--- src/rtl/acc_seq_pkg.sv ---
// Shared encodings for the accumulator processor sequencer: opcodes, states, ALU codes.
package acc_seq_pkg;

  localparam int unsigned OP_W  = 3;
  localparam int unsigned ALU_W = 2;

  typedef enum logic [2:0] {
    S_IDLE   = 3'd0,
    S_FETCH  = 3'd1,
    S_DECODE = 3'd2,
    S_READ   = 3'd3,
    S_EXEC   = 3'd4,
    S_WRITE  = 3'd5,
    S_HALTED = 3'd6,
    S_TRAP   = 3'd7
  } state_e;

  localparam logic [OP_W-1:0] OP_HALT  = 3'b000;
  localparam logic [OP_W-1:0] OP_LOAD  = 3'b001;
  localparam logic [OP_W-1:0] OP_STORE = 3'b010;
  localparam logic [OP_W-1:0] OP_ADD   = 3'b011;
  localparam logic [OP_W-1:0] OP_SUB   = 3'b100;
  localparam logic [OP_W-1:0] OP_AND   = 3'b101;
  localparam logic [OP_W-1:0] OP_JMP   = 3'b110;
  localparam logic [OP_W-1:0] OP_JZ    = 3'b111;

  localparam logic [ALU_W-1:0] ALU_PASS = 2'b00;
  localparam logic [ALU_W-1:0] ALU_ADD  = 2'b01;
  localparam logic [ALU_W-1:0] ALU_SUB  = 2'b10;
  localparam logic [ALU_W-1:0] ALU_AND  = 2'b11;

  // ALU operation applied when an operand read completes; LOAD passes memory through.
  function automatic logic [ALU_W-1:0] alu_code(input logic [OP_W-1:0] opcode);
    case (opcode)
      OP_ADD:  return ALU_ADD;
      OP_SUB:  return ALU_SUB;
      OP_AND:  return ALU_AND;
      default: return ALU_PASS;
    endcase
  endfunction

endpackage

--- src/rtl/acc_seq_wait_timer.sv ---
// Counts cycles a memory request has waited for its ack and flags a timeout.
module acc_seq_wait_timer
  import acc_seq_pkg::*;
#(
  parameter int unsigned MEM_TIMEOUT = 15
) (
  input  logic clock,
  input  logic clear,
  input  logic enable,
  input  logic ack,
  output logic expired
);

  localparam int unsigned CNT_W = (MEM_TIMEOUT > 0) ? $clog2(MEM_TIMEOUT + 1) : 1;
  localparam logic [CNT_W-1:0] LIMIT = CNT_W'(MEM_TIMEOUT);

  logic [CNT_W-1:0] count;

  // Saturates at the limit so the compare stays valid if the FSM lingers.
  always_ff @(posedge clock) begin
    if (clear || !enable || ack) begin
      count <= '0;
    end else if (count != LIMIT) begin
      count <= count + CNT_W'(1);
    end
  end

  // A same-cycle ack beats the timeout.
  assign expired = (MEM_TIMEOUT != 0) && enable && !ack && (count == LIMIT);

endmodule

--- src/rtl/accumulator_sequencer.sv ---
// Fetch/decode/execute controller for the accumulator processor; owns PC and IR
// and drives the memory port and the datapath load/ALU strobes.
module accumulator_sequencer
  import acc_seq_pkg::*;
#(
  parameter int unsigned ADDR_W      = 5,
  parameter int unsigned MEM_TIMEOUT = 15,
  parameter int unsigned TRAP_ON_OVF = 1
) (
  input  logic                     clock,
  input  logic                     clear,
  input  logic                     start,
  input  logic                     mem_ack,
  input  logic [OP_W+ADDR_W-1:0]   mem_rdata,
  input  logic                     flag_z,
  input  logic                     flag_v,
  output logic                     mem_req,
  output logic                     mem_we,
  output logic [ADDR_W-1:0]        mem_addr,
  output logic                     acc_load,
  output logic [ALU_W-1:0]         alu_op,
  output logic [ADDR_W-1:0]        pc,
  output logic                     busy,
  output logic                     halted,
  output logic                     trap,
  output logic                     trap_cause
);

  localparam int unsigned IW = OP_W + ADDR_W;

  state_e            state;
  logic [IW-1:0]     ir;
  logic              cause_q;
  logic [OP_W-1:0]   opcode;
  logic [ADDR_W-1:0] operand;
  logic              req_state;
  logic              timeout;
  logic              ovf_trap;

  assign opcode    = ir[IW-1:ADDR_W];
  assign operand   = ir[ADDR_W-1:0];
  assign req_state = (state == S_FETCH) || (state == S_READ) || (state == S_WRITE);
  assign ovf_trap  = (TRAP_ON_OVF != 0) && ((opcode == OP_ADD) || (opcode == OP_SUB)) && flag_v;

  acc_seq_wait_timer #(
    .MEM_TIMEOUT (MEM_TIMEOUT)
  ) u_wait_timer (
    .clock   (clock),
    .clear   (clear),
    .enable  (req_state),
    .ack     (mem_ack),
    .expired (timeout)
  );

  // Sequencer state, PC, IR and trap cause.
  always_ff @(posedge clock) begin
    if (clear) begin
      state   <= S_IDLE;
      pc      <= '0;
      ir      <= '0;
      cause_q <= 1'b0;
    end else begin
      case (state)
        S_IDLE, S_HALTED, S_TRAP: begin
          if (start) begin
            pc      <= '0;
            cause_q <= 1'b0;
            state   <= S_FETCH;
          end
        end
        S_FETCH: begin
          if (mem_ack) begin
            ir    <= mem_rdata;
            pc    <= pc + ADDR_W'(1);
            state <= S_DECODE;
          end else if (timeout) begin
            cause_q <= 1'b1;
            state   <= S_TRAP;
          end
        end
        S_DECODE: begin
          case (opcode)
            OP_LOAD, OP_ADD, OP_SUB, OP_AND: state <= S_READ;
            OP_STORE:                        state <= S_WRITE;
            OP_JMP: begin
              pc    <= operand;
              state <= S_FETCH;
            end
            OP_JZ: begin
              if (flag_z) begin
                pc <= operand;
              end
              state <= S_FETCH;
            end
            default:                         state <= S_HALTED;
          endcase
        end
        S_READ: begin
          if (mem_ack) begin
            state <= S_EXEC;
          end else if (timeout) begin
            cause_q <= 1'b1;
            state   <= S_TRAP;
          end
        end
        S_EXEC: begin
          if (ovf_trap) begin
            cause_q <= 1'b0;
            state   <= S_TRAP;
          end else begin
            state <= S_FETCH;
          end
        end
        S_WRITE: begin
          if (mem_ack) begin
            state <= S_FETCH;
          end else if (timeout) begin
            cause_q <= 1'b1;
            state   <= S_TRAP;
          end
        end
        default: state <= S_IDLE;
      endcase
    end
  end

  // Memory port and datapath strobes decode from registered state only; acc_load follows the ack.
  always_comb begin
    mem_req  = 1'b0;
    mem_we   = 1'b0;
    mem_addr = '0;
    alu_op   = ALU_PASS;
    acc_load = 1'b0;
    case (state)
      S_FETCH: begin
        mem_req  = 1'b1;
        mem_addr = pc;
      end
      S_READ: begin
        mem_req  = 1'b1;
        mem_addr = operand;
        alu_op   = alu_code(opcode);
        acc_load = mem_ack;
      end
      S_WRITE: begin
        mem_req  = 1'b1;
        mem_we   = 1'b1;
        mem_addr = operand;
      end
      default: ;
    endcase
  end

  assign busy       = !((state == S_IDLE) || (state == S_HALTED) || (state == S_TRAP));
  assign halted     = (state == S_HALTED);
  assign trap       = (state == S_TRAP);
  assign trap_cause = cause_q && (state == S_TRAP);

endmodule

--- config.mk ---
export PLATFORM = sky130hd
export DESIGN_NAME = accumulator_sequencer
export DESIGN_NICKNAME = d
export VERILOG_FILES = /design/src/rtl/acc_seq_pkg.sv /design/src/rtl/acc_seq_wait_timer.sv /design/src/rtl/accumulator_sequencer.sv
export SDC_FILE = /design/constraint.sdc
export NUM_CORES = 1
export LEC_CHECK = 0
export CORE_UTILIZATION = 45
export CTS_BUF_LIST = sky130_fd_sc_hd__clkbuf_16
export CTS_CLUSTER_SIZE = 25
export DETAILED_ROUTE_END_ITERATION = 10
export GPL_ROUTABILITY_DRIVEN = 1
export PLACE_DENSITY = 0.84
export SKIP_CTS_REPAIR_TIMING = 1
export SLEW_MARGIN = 30
export SYNTH_ARGS = -nofsm -noshare
export SYNTH_HDL_FRONTEND = slang
export SYNTH_SLANG_ARGS = --single-unit
--- constraint.sdc ---
create_clock -name clock -period 2.65 [get_ports clock]
set_clock_uncertainty 0.2 [all_clocks]
set_input_delay 0.6625 -clock clock [delete_from_list [all_inputs] [get_ports clock]]
set_output_delay 0.6625 -clock clock [all_outputs]
set_load 0.05 [all_outputs]
* After elaboration in Yosys (flattened, before gate mapping) *
Index checks and enable logic that the tools add are counted.

word-level totals
  register bits after elaboration = 21
  input bits = 14
  output and inout port bits = 19
  logic and storage cells = 79

operators by class
  add/sub/neg operators = 2
  equal/unequal tests = 23
  muxes and demuxes = 24
  reductions and logical operators = 25

operators by type and width
  cell                                                  count
  equality test 3 bit (second input constant)           8
  one-hot mux 5 bit (2 select lines)                    2
  2-to-1 mux 3 bit                                      6
  one-hot mux 3 bit (6 select lines)                    1
  2-to-1 mux 5 bit                                      3
  one-hot mux 5 bit (3 select lines)                    1
  equality test 3 x 2 -> 1 bit (second input constant)  4
  AND reduction 5 bit                                   2
  one-hot mux 3 bit (3 select lines)                    1
  != test 2 bit (second input constant)                 4
  logical OR 1 bit                                      7
  2-to-1 mux 1 bit                                      7
  equality test 3 x 1 -> 1 bit (second input constant)  2
  one-hot mux 2 bit (3 select lines)                    1
  nonzero test 3 bit                                    2
  OR reduction 3 bit                                    2
  adder 5 x 1 -> 5 bit (second input constant)          1
  adder 4 x 1 -> 4 bit (second input constant)          1
  equality test 4 bit (second input constant)           1
  logical AND 1 bit                                     4
  != test 4 bit (second input constant)                 1
  OR reduction 2 bit                                    2
  OR reduction 4 bit                                    1
  logical NOT 1 bit                                     3
  other kinds (7)                                       7

* Longest topological paths before layout *
Gate-level depths: netlist (run 1).

  depth after elaboration = 8
  depth in mapped cells = 7
  mapped depth without buffers = 7

* Modules after synthesis *
Synthesis (run 1) repeated with hierarchy kept, for this count alone.

unflattened totals
  cells, all modules = 174
  area, all modules = 1460.2 um2

modules (own cells, without submodules)
  module                 times used  cells an instance  area an instance (um2)  sequential area each (um2)
  accumulator_sequencer  1           154                1236.2                  340.3
  acc_seq_wait_timer     1           20                 224.0                   80.1

* Least setup slack after synthesis (run 1) *
No wires, ideal clock.

  path type = flip-flop to output port
  from = register state[0]
  to = output alu_op[0]
  arrival = 2061 ps
  data required time = 1788 ps
  slack = -273 ps
  cell stages (with the launch flop) = 5
  path buffers = 2
  cell sequence = dfxtp_1 -> clkbuf_1 -> clkbuf_1 -> nand2_1 -> nor3_1

between the ends
  cells in the longest elaborated chain, start to end = 2

RTL lines
  element                       RTL line                      source
  start, declared               accumulator_sequencer.sv:31   state_e state;
  start signal, assigned        accumulator_sequencer.sv:58   state <= S_IDLE;
  start signal, assigned        accumulator_sequencer.sv:68   state <= S_FETCH;
  start signal, assigned        accumulator_sequencer.sv:75   state <= S_DECODE;
  equality test 3 x 2 -> 1 bit  accumulator_sequencer.sv:134  case (state)
  2-to-1 mux 2 bit              accumulator_sequencer.sv:134
  end, declared                 accumulator_sequencer.sv:21   output logic [ALU_W-1:0] alu_op,

Every way passes these cells.

* Worst setup path after layout (run 1) *
  from = register state[2]
  to = output mem_addr[1]

between the ends
  cells in the longest elaborated chain, start to end = 3
  elaborated cells on any way between the ends = 5
  classes of those cells = eq/ne: 3; mux: 1; reduce/logical: 1

RTL lines
  element                                                                     RTL line                      source
  equality test 3 x 2 -> 1 bit / equality test 3 bit (equally long branches)  accumulator_sequencer.sv:134
  OR reduction 2 bit (no line)                                                n/a
  one-hot mux 5 bit (2 select lines) *                                        accumulator_sequencer.sv:134
  end, declared                                                               accumulator_sequencer.sv:19   output logic [ADDR_W-1:0] mem_addr,

Every way passes the cells marked *; elsewhere a longest branch is shown, timed or not.

==> out/summary.txt, run 1 <==
=======================================================================================
Total number of cells along the worst setup path                                      5
Hold violation total from the final report                                            0
Static leakage                                                              0.000794 uW
Capture point of the critical path                                          mem_addr[1]
Starting Density                                                                  0.471
Number of maximum-capacitance violations                                              0
Number of iterations in the first detailed-routing pass                               4
Number of warnings printed during yosys synthesis                                     0
Cell types with the largest area share after synthesis                     sky130_fd_sc_hd__dfxtp_1 (29%), sky130_fd_sc_hd__mux2i_1 (9.0%), sky130_fd_sc_hd__nor2_1 (6.3%), sky130_fd_sc_hd__a21oi_1 (4.5%), sky130_fd_sc_hd__nand2_1 (3.7%)
Vias in the first global route                                                     1295
Critical path fanouts, max                                                           12
Fraction of power consumed by sequential logic                                    0.362
Final net count                                                                     236
Gate count of the mapped netlist                                                    184
Area growth from synthesis to layout                                              42.3%
Post-Syn Nets                                                                       202
Chip height                                                                58.5 microns
Worst reg-to-reg setup slack                                                     350 ps
Global routing usage on met1                                                      0.319
Clock tree from TritonCTS                                                         built
Period Utilization, post-route                                                    0.973
Max H-tree Level                                                                      1
Root buffer cell                                                           sky130_fd_sc_hd__clkbuf_16
Slowest cell on the critical path                                          sky130_fd_sc_hd__dfxtp_1
Setup-violating endpoint count in the final report                                    0
Worst slew slack as a fraction of its limit                                       0.667
Largest buffer count on any clock path                                                2
Net switching fraction of the power                                               0.326
Worst flop-to-flop path startpoint                                             state[0]
Max VDD drop                                                                   0.336 mV
Pin count of the biggest net entering global routing                                 18
Most common cell after layout, fill and taps aside                         sky130_fd_sc_hd__nor2_1
Setup TNS Final                                                                    0 ps
Clock transition at the registers of the reported paths                           60 ps
Routed Wire Length                                                              3.80 mm
Commonest cells after routing, fill and taps aside                         sky130_fd_sc_hd__nor2_1 (24), sky130_fd_sc_hd__dfxtp_1 (20), sky130_fd_sc_hd__clkdlybuf4s50_1 (18)
Total routing resource utilization after global routing                           0.236
CP endpoint kind                                                             output pin
Number of antenna violations at the first check in global routing                     0
Cell type with the largest total area after synthesis                      sky130_fd_sc_hd__dfxtp_1
Number of input and output port buffers inserted                                     32
Classification of the worst-slack hold path                                register to register
Cell count after placement                                                          257
Post-route cell area                                                         2050 sq um
First-pass GRT wire length                                                      6.20 mm
Number of distinct library cells after synthesis                                     42
Required time of the worst setup path                                           1790 ps
# diodes                                                                              0
Worst-Skew Late Latency                                                          260 ps
Type of element launching the critical path                                    register
Part of the total power dissipated in combinational logic                         0.316
Mean instance size in the synthesized netlist                                7.82 sq um
Number of clock sinks seen by CTS                                                    21
Weighted congestion reported at the end of routability-driven placement           0.926
Final antenna-violating net count                                                     0
Shortest clock period the worst path allows after layout                        2580 ps
Kind of cell adding the most delay to the critical path                      flip-flops
Share of power burned in the clock network                                        0.322
DRC violation count after routing                                                     0
Synthesized cell area                                                        1440 sq um
Data arrival time of the critical path                                          1720 ps
Net Switching                                                                    327 uW
Pins over their slew limit                                                            0
Number of synthesized flops with an enable pin                                        0
Achievable Freq                                                                 388 MHz
Area share of the largest cell type after synthesis                               0.292
Predominant post-synthesis flop cell                                       sky130_fd_sc_hd__dfxtp_1
Leftover overflow at the end of global routing                                        0
Detailed placement HPWL                                                         2.61 mm
Transition time of the tightest slew-check pin                                   497 ps
WL/cell                                                                    14.6 microns
Delay of the slowest cell on the worst path                                      550 ps
Number of clock buffers inserted by TritonCTS                                         3
Number of violations reported at the end of detailed-routing iteration 0             67
Worst Reg-to-Reg Cells                                                                5
Per-cell via count in the routed design                                            5.52
Source of the critical timing path                                             state[2]
GRT met2 Usage                                                                    0.379
WP buf/inv                                                                            1
Met3 track demand over resource in global routing                                0.0440
RSZ-0062 raised after global routing                                              false
Fraction of layout instances using a drive strength above 1                       0.161
Internal power                                                                   677 uW
Area inside the core boundary                                                3050 sq um
Areal power density over the cells                                          490 nW/um^2
Final instance count without filler cells                                           261
Status                                                                     finished clean
Number of primary I/O pins                                                           33
Placement row count                                                                  20
Sequential-to-total area share from yosys stat                                    0.292
Total via count in the routed design                                               1441
Busiest layer in global routing                                                    met2
Startpoint-to-endpoint class of the critical path                          register to output pin
End of the worst register-to-register path                                        ir[0]
Placed Area                                                                  1970 sq um
Cell-by-cell trace of the critical path                                    nand2b_1, nand2_1, a22oi_1, nor2b_1, buf_12
Fraction of synthesis flops using an asynchronous set or reset pin                    0
Die X-Extent                                                               58.5 microns
Flops & latches, synth                                                               21
Area of the die                                                              3430 sq um
=======================================================================================
tightest hold or removal path, stage by stage (launching register included):
cell and delay [ps]:
sky130_fd_sc_hd__dfxtp_1 350, sky130_fd_sc_hd__mux2i_1 70, sky130_fd_sc_hd__nor2_1 70
metrics by stage:
| stage | hold slack [ps] | utilization | setup WS [ps] | total power, uW |
|---|---|---|---|---|
| 3_5_place_dp | 315 | 0.644 | 171 | 679 |
| 6_report | 323 | 0.671 | 71.0 | 1000 |
| 4_1_cts | 330 | 0.670 | 90.2 | 1000 |
| 5_1_grt | 367 | 0.671 | 0.885 | 1050 |
| 3_3_place_gp | 310 | 0.644 | 221 | 673 |
| 2_1_floorplan | 275 | - | 27.3 | 565 |
synth_stat cells, types with 4 or more instances:
| master | n |
|---|---|
| sky130_fd_sc_hd__nand2_1 | 14 |
| sky130_fd_sc_hd__nor3_1 | 5 |
| sky130_fd_sc_hd__nor2b_1 | 8 |
| sky130_fd_sc_hd__nor2_1 | 24 |
| sky130_fd_sc_hd__clkbuf_1 | 5 |
| sky130_fd_sc_hd__dfxtp_1 | 21 |
| sky130_fd_sc_hd__a22oi_1 | 4 |
| sky130_fd_sc_hd__nand2b_1 | 5 |
| sky130_fd_sc_hd__nor3b_1 | 4 |
| sky130_fd_sc_hd__ha_1 | 4 |
| sky130_fd_sc_hd__o21ai_0 | 8 |
| sky130_fd_sc_hd__nand3_1 | 6 |
| sky130_fd_sc_hd__inv_1 | 5 |
| sky130_fd_sc_hd__mux2i_1 | 13 |
| sky130_fd_sc_hd__buf_2 | 6 |
| sky130_fd_sc_hd__a21oi_1 | 13 |
power groups by stage:
stage	Combinational, uW	Clock (uW)	Sequential, uW
global placement	305	0	368
global route	342	337	367
finish	317	323	364
detailed placement	310	0	369
floorplan	200	0	365
CTS	315	326	363
state kept, by name, summed over array words and instances, names as in the netlist:
register	count
ir	8
pc	5
u_wait_timer.count	4
cause_q	1
state	3
kinds of logic (layout without fill, tap and decap cells):
kind of cell | after synthesis | in the layout | share of synthesized area
multiplexers | 13 | 13 | 0.0904
XOR/XNOR | 5 | 5 | 0.0304
AND/OR/NAND/NOR | 84 | 84 | 0.316
adder cells (fa/ha/maj) | 4 | 4 | 0.0348
AO/OA/AOI/OAI | 40 | 40 | 0.182
flip-flops | 21 | 21 | 0.292
buffers and inverters | 17 | 50 | 0.0548
cell type report:
cell class	count	area [sq um]
Fill cell	261	1000
Multi-Input combinational cell	146	945
Timing Repair Buffer	41	528
Sequential cell	21	422
Clock buffer	3	75.1
Tap cell	44	55.1
Inverter	5	18.8
Clock inverter	1	5.00
how the worst min path moves through the flow:
stage	startpoint	to	slack [ps]	depth (start not counted)
global placement	pc[1]	pc[1]	310	2
floorplan	ir[1]	ir[1]	280	2
CTS	ir[4]	ir[4]	330	2
detailed placement	ir[4]	ir[4]	310	2
finish	ir[4]	ir[4]	320	2
global route	ir[1]	ir[1]	370	2
layer usage:
layer  share of wire  wire length, microns  vias up
met3           0.061                   232        6
met4           0.014                    52        0
li1                -                     -      715
met1            0.44                  1660      662
met5               0                     0        -
met2            0.49                  1860       58
Power figures use the tool's default switching activity.
==> run 2, diff against run 1 <==
==> constraint.sdc (replaced) <==
create_clock -name clock -period 2.65 [get_ports clock]
set_clock_uncertainty 0.2 [all_clocks]
set_input_delay 0.53 -clock clock [delete_from_list [all_inputs] [get_ports clock]]
set_output_delay 0.53 -clock clock [all_outputs]
set_load 0.05 [all_outputs]
==> out/summary.txt, run 2 (synthesized netlist as in run 1, its figures left out) <==
=======================================================================================
Largest buffer count on any clock path                                                2
Routed Wire Length                                                              3.59 mm
Worst-Skew Late Latency                                                          250 ps
Max VDD drop                                                                   0.320 mV
Filler cell count                                                                   263
Placed Area                                                                  1950 sq um
RSZ-0062 raised after global routing                                              false
Share of power burned in the clock network                                        0.320
Number of iterations in the first detailed-routing pass                               4
CP endpoint kind                                                             output pin
Net switching fraction of the power                                               0.317
Area inside the core boundary                                                3050 sq um
Weighted congestion reported at the end of routability-driven placement           0.908
Commonest cells after routing, fill and taps aside                         sky130_fd_sc_hd__nor2_1 (24), sky130_fd_sc_hd__dfxtp_1 (20), sky130_fd_sc_hd__clkdlybuf4s50_1 (18)
Die X-Extent                                                               58.5 microns
Shortest clock period the worst path allows after layout                        2510 ps
Hold violation total from the final report                                            0
Number of input and output port buffers inserted                                     32
Leftover overflow at the end of global routing                                        0
Worst reg-to-reg setup slack                                                     390 ps
Area growth from synthesis to layout                                              40.9%
Critical path fanouts, max                                                           14
Fraction of layout instances using a drive strength above 1                       0.153
Per-cell via count in the routed design                                            5.50
Number of antenna violations at the first check in global routing                     0
Final antenna-violating net count                                                     0
Clock transition at the registers of the reported paths                           50 ps
Area of the die                                                              3430 sq um
Number of maximum-capacitance violations                                              0
Achievable Freq                                                                 398 MHz
Classification of the worst-slack hold path                                register to register
Register ranked first by flip-flop count                                             ir
Net Switching                                                                    309 uW
Period Utilization, post-route                                                    0.948
Type of element launching the critical path                                    register
Required time of the worst setup path                                           1920 ps
Detailed placement HPWL                                                         2.60 mm
Part of the total power dissipated in combinational logic                         0.309
Number of clock sinks seen by CTS                                                    21
Number of primary I/O pins                                                           33
Worst slew slack as a fraction of its limit                                       0.664
Largest register FFs                                                                  8
Total power after layout                                                         976 uW
Setup Slack @ Placement                                                          265 ps
Pins over their slew limit                                                            0
Total routing resource utilization after global routing                           0.213
Most common cell after layout, fill and taps aside                         sky130_fd_sc_hd__nor2_1
Max H-tree Level                                                                      1
Setup-violating endpoint count in the final report                                    0
Fraction of power consumed by sequential logic                                    0.371
Data arrival time of the critical path                                          1780 ps
Status                                                                     finished clean
Number of clock buffers inserted by TritonCTS                                         3
Starting Density                                                                  0.471
Biggest regs                                                               ir: 8 flops, pc: 5 flops, u_wait_timer.count: 4 flops
Number of violations reported at the end of detailed-routing iteration 0             92
Startpoint-to-endpoint class of the critical path                          register to output pin
WL/cell                                                                    13.8 microns
Min setup slack post-route                                                       138 ps
Root buffer cell                                                           sky130_fd_sc_hd__clkbuf_16
Setup TNS Final                                                                    0 ps
Vias in the first global route                                                     1248
DRC violation count after routing                                                     0
Static leakage                                                              0.000785 uW
Transition time of the tightest slew-check pin                                   503 ps
Clock tree from TritonCTS                                                         built
Post-route cell area                                                         2030 sq um
Placement row count                                                                  20
Areal power density over the cells                                          482 nW/um^2
Pin count of the biggest net entering global routing                                 18
Chip height                                                                58.5 microns
Final net count                                                                     235
Total via count in the routed design                                               1431
# diodes                                                                              0
Internal power                                                                   667 uW
First-pass GRT wire length                                                      5.73 mm
=======================================================================================
## run 2: cell count changes in the layout (fill, tap and decap cells not counted)
cell	previous run	this run
sky130_fd_sc_hd__clkinv_2	1	0
sky130_fd_sc_hd__inv_1	5	6
sky130_fd_sc_hd__buf_12	14	13
## run 2: area by class of cell
type	instances	area, sq um	share of cell area
Multi-Input combinational cell	146	945	0.466
Timing Repair Buffer	40	508	0.251
Sequential cell	21	422	0.208
Clock buffer	3	75.1	0.0370
Tap cell	44	55.1	0.0272
Inverter	5	18.8	0.00926
Clock inverter	1	3.75	0.00185
## run 2: path summary, 6_finish.rpt
| kind | start | endpoint | cells past startpoint |
|---|---|---|---|
| setup / recovery | state[2] | mem_addr[4] | 6 |
| setup reg to reg | state[2] | pc[1] | 6 |
| hold / removal | pc[1] | pc[1] | 2 |
| hold reg to reg | pc[1] | pc[1] | 2 |
## run 2: power by group through the flow
stage / registers [uW] / logic [uW] / clock network, uW
5_1_grt: 365 / 327 / 330
3_3_place_gp: 367 / 295 / 0
6_report: 362 / 302 / 313
4_1_cts: 361 / 301 / 318
2_1_floorplan: 365 / 200 / 0
3_5_place_dp: 367 / 300 / 0
## run 2: per-stage QoR
stage	std cells	hold slack (ps)	utilization
final	260	315	0.664
after global routing	260	353	0.664
after CTS	260	317	0.664
after detailed placement	256	308	0.638
after global placement	256	299	0.638
after floorplan	184	275	-
## run 2: per-layer routing
layer	wire length (microns)	up-vias	track usage
li1	-	712	-
met1	1690	680	0.298
met2	1740	36	0.351
met3	154	3	0.0352
met4	15	0	0.0306
met5	0	-	0
## run 2: critical path, stage by stage (launching register included)
cell                       delay (ps)
sky130_fd_sc_hd__dfxtp_1          490
sky130_fd_sc_hd__buf_4            250
sky130_fd_sc_hd__nand2b_1          90
sky130_fd_sc_hd__nand2_1          150
sky130_fd_sc_hd__a22oi_1          120
sky130_fd_sc_hd__nor2b_1          250
sky130_fd_sc_hd__buf_12           170
==> variant 1, RTL diff (flow settings as in run 1) <==
Re-encode `state_e` (8 states) as Gray code, 3 bits wide.
--- a/src/rtl/acc_seq_pkg.sv
+++ b/src/rtl/acc_seq_pkg.sv
@@ -5,14 +5,14 @@
   localparam int unsigned ALU_W = 2;
 
   typedef enum logic [2:0] {
-    S_IDLE   = 3'd0,
-    S_FETCH  = 3'd1,
-    S_DECODE = 3'd2,
-    S_READ   = 3'd3,
-    S_EXEC   = 3'd4,
-    S_WRITE  = 3'd5,
-    S_HALTED = 3'd6,
-    S_TRAP   = 3'd7
+    S_IDLE   = 3'b000,
+    S_FETCH  = 3'b001,
+    S_DECODE = 3'b011,
+    S_READ   = 3'b010,
+    S_EXEC   = 3'b110,
+    S_WRITE  = 3'b111,
+    S_HALTED = 3'b101,
+    S_TRAP   = 3'b100
   } state_e;
 
   localparam logic [OP_W-1:0] OP_HALT  = 3'b000;
Formal check against the unedited RTL: same outputs for any inputs over 10 cycles, from zero or initial values; not proved beyond that.
==> variant 1 against run 1 <==
- power down 8.0%
- worst setup slack gained 0.012 ns
- sequential cell count unchanged
- critical path type unchanged
- fmax increased by 0.46%
- synthesized area fell by 6.0%
- largest power group unchanged
- sequential power is 4% lower
- final area is 4.2% lower
- non-clock buffer count rose by 2
- register-to-register slack better by 0.28 ns
- wire length rose by 5.3%
==> variant 1: results <==
{
  "status": "completed",
  "r2r_slack_ns": 0.63,
  "r2r_start": "state[1]",
  "yosysWarnings": 0,
  "hp-class": "reg -> reg",
  "fillers": 197,
  "crit_fanout": 13,
  "cp_data_arrival_time_ns": 1.70,
  "hold_start": "ir[0]",
  "instances_no_fill": 243,
  "synth.area.top_cells": "dfxtp_1, nand2_1, a21oi_1",
  "clk_path_buf_depth": 2,
  "final_nets": 229,
  "slew_headroom": 0.6322,
  "root_buffer": "clkbuf_16",
  "grt_max_degree": 16,
  "grt_usage": 0.2640,
  "vdd_drop_max_mv": 0.2821,
  "netlist_instances": 175,
  "drive_above_1_share": 0.1934,
  "yosys-top-cells-count": "nand2_1, dfxtp_1, a21oi_1",
  "reg_top3": "ir: 8 flops, pc: 5 flops, u_wait_timer.count: 4 flops",
  "vias": 1502,
  "wirelength_mm": 4.004,
  "worstReg2RegEnd": "pc[4]",
  "syn_nets": 191,
  "clk_pin_slew_ns": 0.06,
  "drtIter0Drc": 116,
  "first_global_vias": 1436,
  "dp_hpwl_mm": 2.774,
  "gp_congestion": 0.9210,
  "p_leak_nw": 0.7344,
  "cts_max_level": 1,
  "portBuffers": 32,
  "grt_pass1_wl_mm": 6.589,
  "r2r_cells": 5,
  "min_to": "ir[0]",
  "ys_seq_area_frac": 0.3108,
  "synth_cell_types": 46
}
-- variant 1: cell types whose count changed after synthesis, moves of 3 or more --
| cell | change |
|---|---|
| mux2i_1 | -10 |
| nand4b_1 | +4 |
| buf_2 | -3 |
| nand2_1 | +12 |
| nor2b_1 | -3 |
| nor2_1 | -9 |
| a21oi_1 | +3 |
| a22oi_1 | -3 |
| o22ai_1 | +3 |
-- variant 1: layout make-up --
type	count	area (µm²)	share of cell area
Multi-Input combinational cell	141	880.8	0.4490
Timing Repair Buffer	43	530.5	0.2704
Sequential cell	21	420.4	0.2143
Clock buffer	3	75.07	0.03827
Tap cell	31	38.79	0.01977
Inverter	3	11.26	0.005740
Clock inverter	1	5.005	0.002551
-- variant 1: routing by layer --
metal / track usage / part of all wire / vias up
met5: 0 / 0 / -
met4: 0.1533 / 0.033 / 0
met3: 0.03456 / 0.062 / 18
met2: 0.4320 / 0.52 / 88
met1: 0.3310 / 0.38 / 686
li1: - / - / 710
-- variant 1: worst max path at each step --
stage | from | end | slack [ns] | cells after the start
2_1_floorplan | state[0] | alu_op[0] | 0.03 | 3
3_3_place_gp | mem_ack | acc_load | 0.20 | 4
3_5_place_dp | mem_ack | acc_load | 0.19 | 4
4_1_cts | state[1] | mem_addr[2] | 0.0006 | 4
5_1_grt | state[1] | mem_addr[1] | 0.04 | 5
6_report | state[0] | mem_addr[4] | 0.08 | 4
-- variant 1: cells by family after synthesis --
kind of cell,after synthesis,synth area share
muxes,3,0.02220
buffers and inverters,13,0.04994
and+or+nand+nor,86,0.3423
xor gates and xnor gates,5,0.03238
adders and majority gates,2,0.01850
AOI/OAI and AO/OA,45,0.2239
DFF,21,0.3108
-- variant 1: per-stage QoR --
step	utilization	hold WS, ns	total power [mW]	worst slack [ns]	instance area, µm²
floorplan	-	0.2364	0.4939	0.03098	1364
global route	0.6994	0.2867	0.9590	0.04374	1962
finish	0.6994	0.2638	0.9246	0.08273	1962
detailed placement	0.6690	0.2549	0.5961	0.1864	1877
global placement	0.6690	0.2450	0.5856	0.1999	1877
CTS	0.6976	0.2628	0.9179	0.0005718	1957
-- variant 1: worst min-delay path: cells and delay by family, from the launching register on --
| family | cells | cell delay [ns] |
|---|---|---|
| AO/OA/AOI/OAI | 1 | 0.05 |
| AND/OR/NAND/NOR | 1 | 0.05 |
| flip-flops | 1 | 0.31 |
-- variant 1: power by group --
group | leakage (nW) | switching (mW) | internal [mW] | total (mW)
sequential | 0.170 | 0.0219 | 0.328 | 0.350
clock | 0.0409 | 0.123 | 0.203 | 0.326
combinational | 0.523 | 0.136 | 0.112 | 0.248
total | 0.734 | 0.281 | 0.643 | 0.925
==> variant 2, RTL diff (flow settings as in run 1) <==
Without the edit above. `ADDR_W`: 5 -> 7.
--- a/src/rtl/accumulator_sequencer.sv
+++ b/src/rtl/accumulator_sequencer.sv
@@ -3,7 +3,7 @@
 module accumulator_sequencer
   import acc_seq_pkg::*;
 #(
-  parameter int unsigned ADDR_W      = 5,
+  parameter int unsigned ADDR_W      = 7,
   parameter int unsigned MEM_TIMEOUT = 15,
   parameter int unsigned TRAP_ON_OVF = 1
 ) (
Interface: changed (resized mem_addr, mem_rdata and pc); port bits go from 33 to 39. No check against the original RTL was run, so the function may have changed too.
==> variant 2 against run 1 <==
- via count grew 20%
- final area rose by 12%
- power increased by 20%
- wire length grew 15%
- worst setup slack better by 0.055 ns
- synthesized area grew 10%
- sequential cell count rose by 4
- clock power is 8.7% higher
- count of clock-buffer cells in the layout is the same
- critical endpoint unchanged
- largest power group unchanged
==> variant 2: results <==
{
  "reg_top3": "ir: 10 flops, pc: 7 flops, u_wait_timer.count: 4 flops",
  "vdd_drop_max_mv": 0.3106,
  "yosys-top-cells-count": "nand2_1, dfxtp_1, a21oi_1",
  "register_area_um2": 501.7,
  "instances_no_fill": 293,
  "synth_xor_area_frac": 0.02213,
  "fillers": 302,
  "synth_cell_types": 52,
  "wl_per_cell_um": 14.88,
  "drive_above_1_share": 0.1741,
  "intPower_mw": 0.7841,
  "crit_slowest_cell": "dfxtp_2",
  "viasPerCell": 5.915,
  "grtUsageMet3": 0.03782,
  "crit_fanout": 14,
  "gp_congestion": 0.8733,
  "synth-compound-area-share": 0.2372,
  "portBuffers": 38,
  "swShare": 0.3475,
  "synthAdderAreaFrac": 0.01581,
  "first_global_vias": 1373,
  "netlist_instances": 210,
  "p_comb_mw": 0.407,
  "final_nets": 266,
  "dp_slack_ns": 0.1086,
  "syn_nets": 228,
  "synth_mux_area_frac": 0.01265,
  "hold_start": "ir[0]",
  "cp_top_family": "simple AND/OR/NAND/NOR gates",
  "status": "completed",
  "max_stage_delay_ns": 0.41,
  "drt-met1-wl_mm": 2.015,
  "p_leak_nw": 0.8212,
  "synth.area.top_cells": "dfxtp_1, nand2_1, a21oi_1",
  "p_clk_mw": 0.351,
  "wl_met3_um": 244,
  "dp_hpwl_mm": 3.039,
  "cp_data_arrival_time_ns": 1.66,
  "drtIter0Drc": 103,
  "slew_headroom": 0.6488,
  "met1_usage": 0.3648
}
variant 2: cell count changes after synthesis, sizes merged, moves of 4 or more:
| cell | change |
|---|---|
| mux2i | -11 |
| nor2 | -13 |
| nand2 | +21 |
| a21oi | +7 |
| dfxtp | +4 |
| nor3 | +9 |
variant 2: area by class of cell:
type	instances	share of cell area
repair buffers	49	0.2724
flip-flops and latches	25	0.2194
clock buffers	3	0.03282
well taps	46	0.02516
inverters	5	0.008206
clock inverters	1	0.003282
multi-input cells	164	0.4387
variant 2: path summary, 6_finish.rpt:
check,endpoint,slack (ns),cells past startpoint
worst max register to register,pc[6],0.51,4
worst max-delay path,mem_addr[1],0.13,4
worst min-delay path,ir[0],0.28,2
worst min register to register,ir[0],0.28,2
variant 2: logic make-up after synthesis:
group                      count (synthesis)
AOI/OAI and AO/OA                         56
muxes                                      2
and+or+nand+nor                          100
adders and majority gates                  2
xor gates and xnor gates                   4
buffers and inverters                     21
DFF                                       25
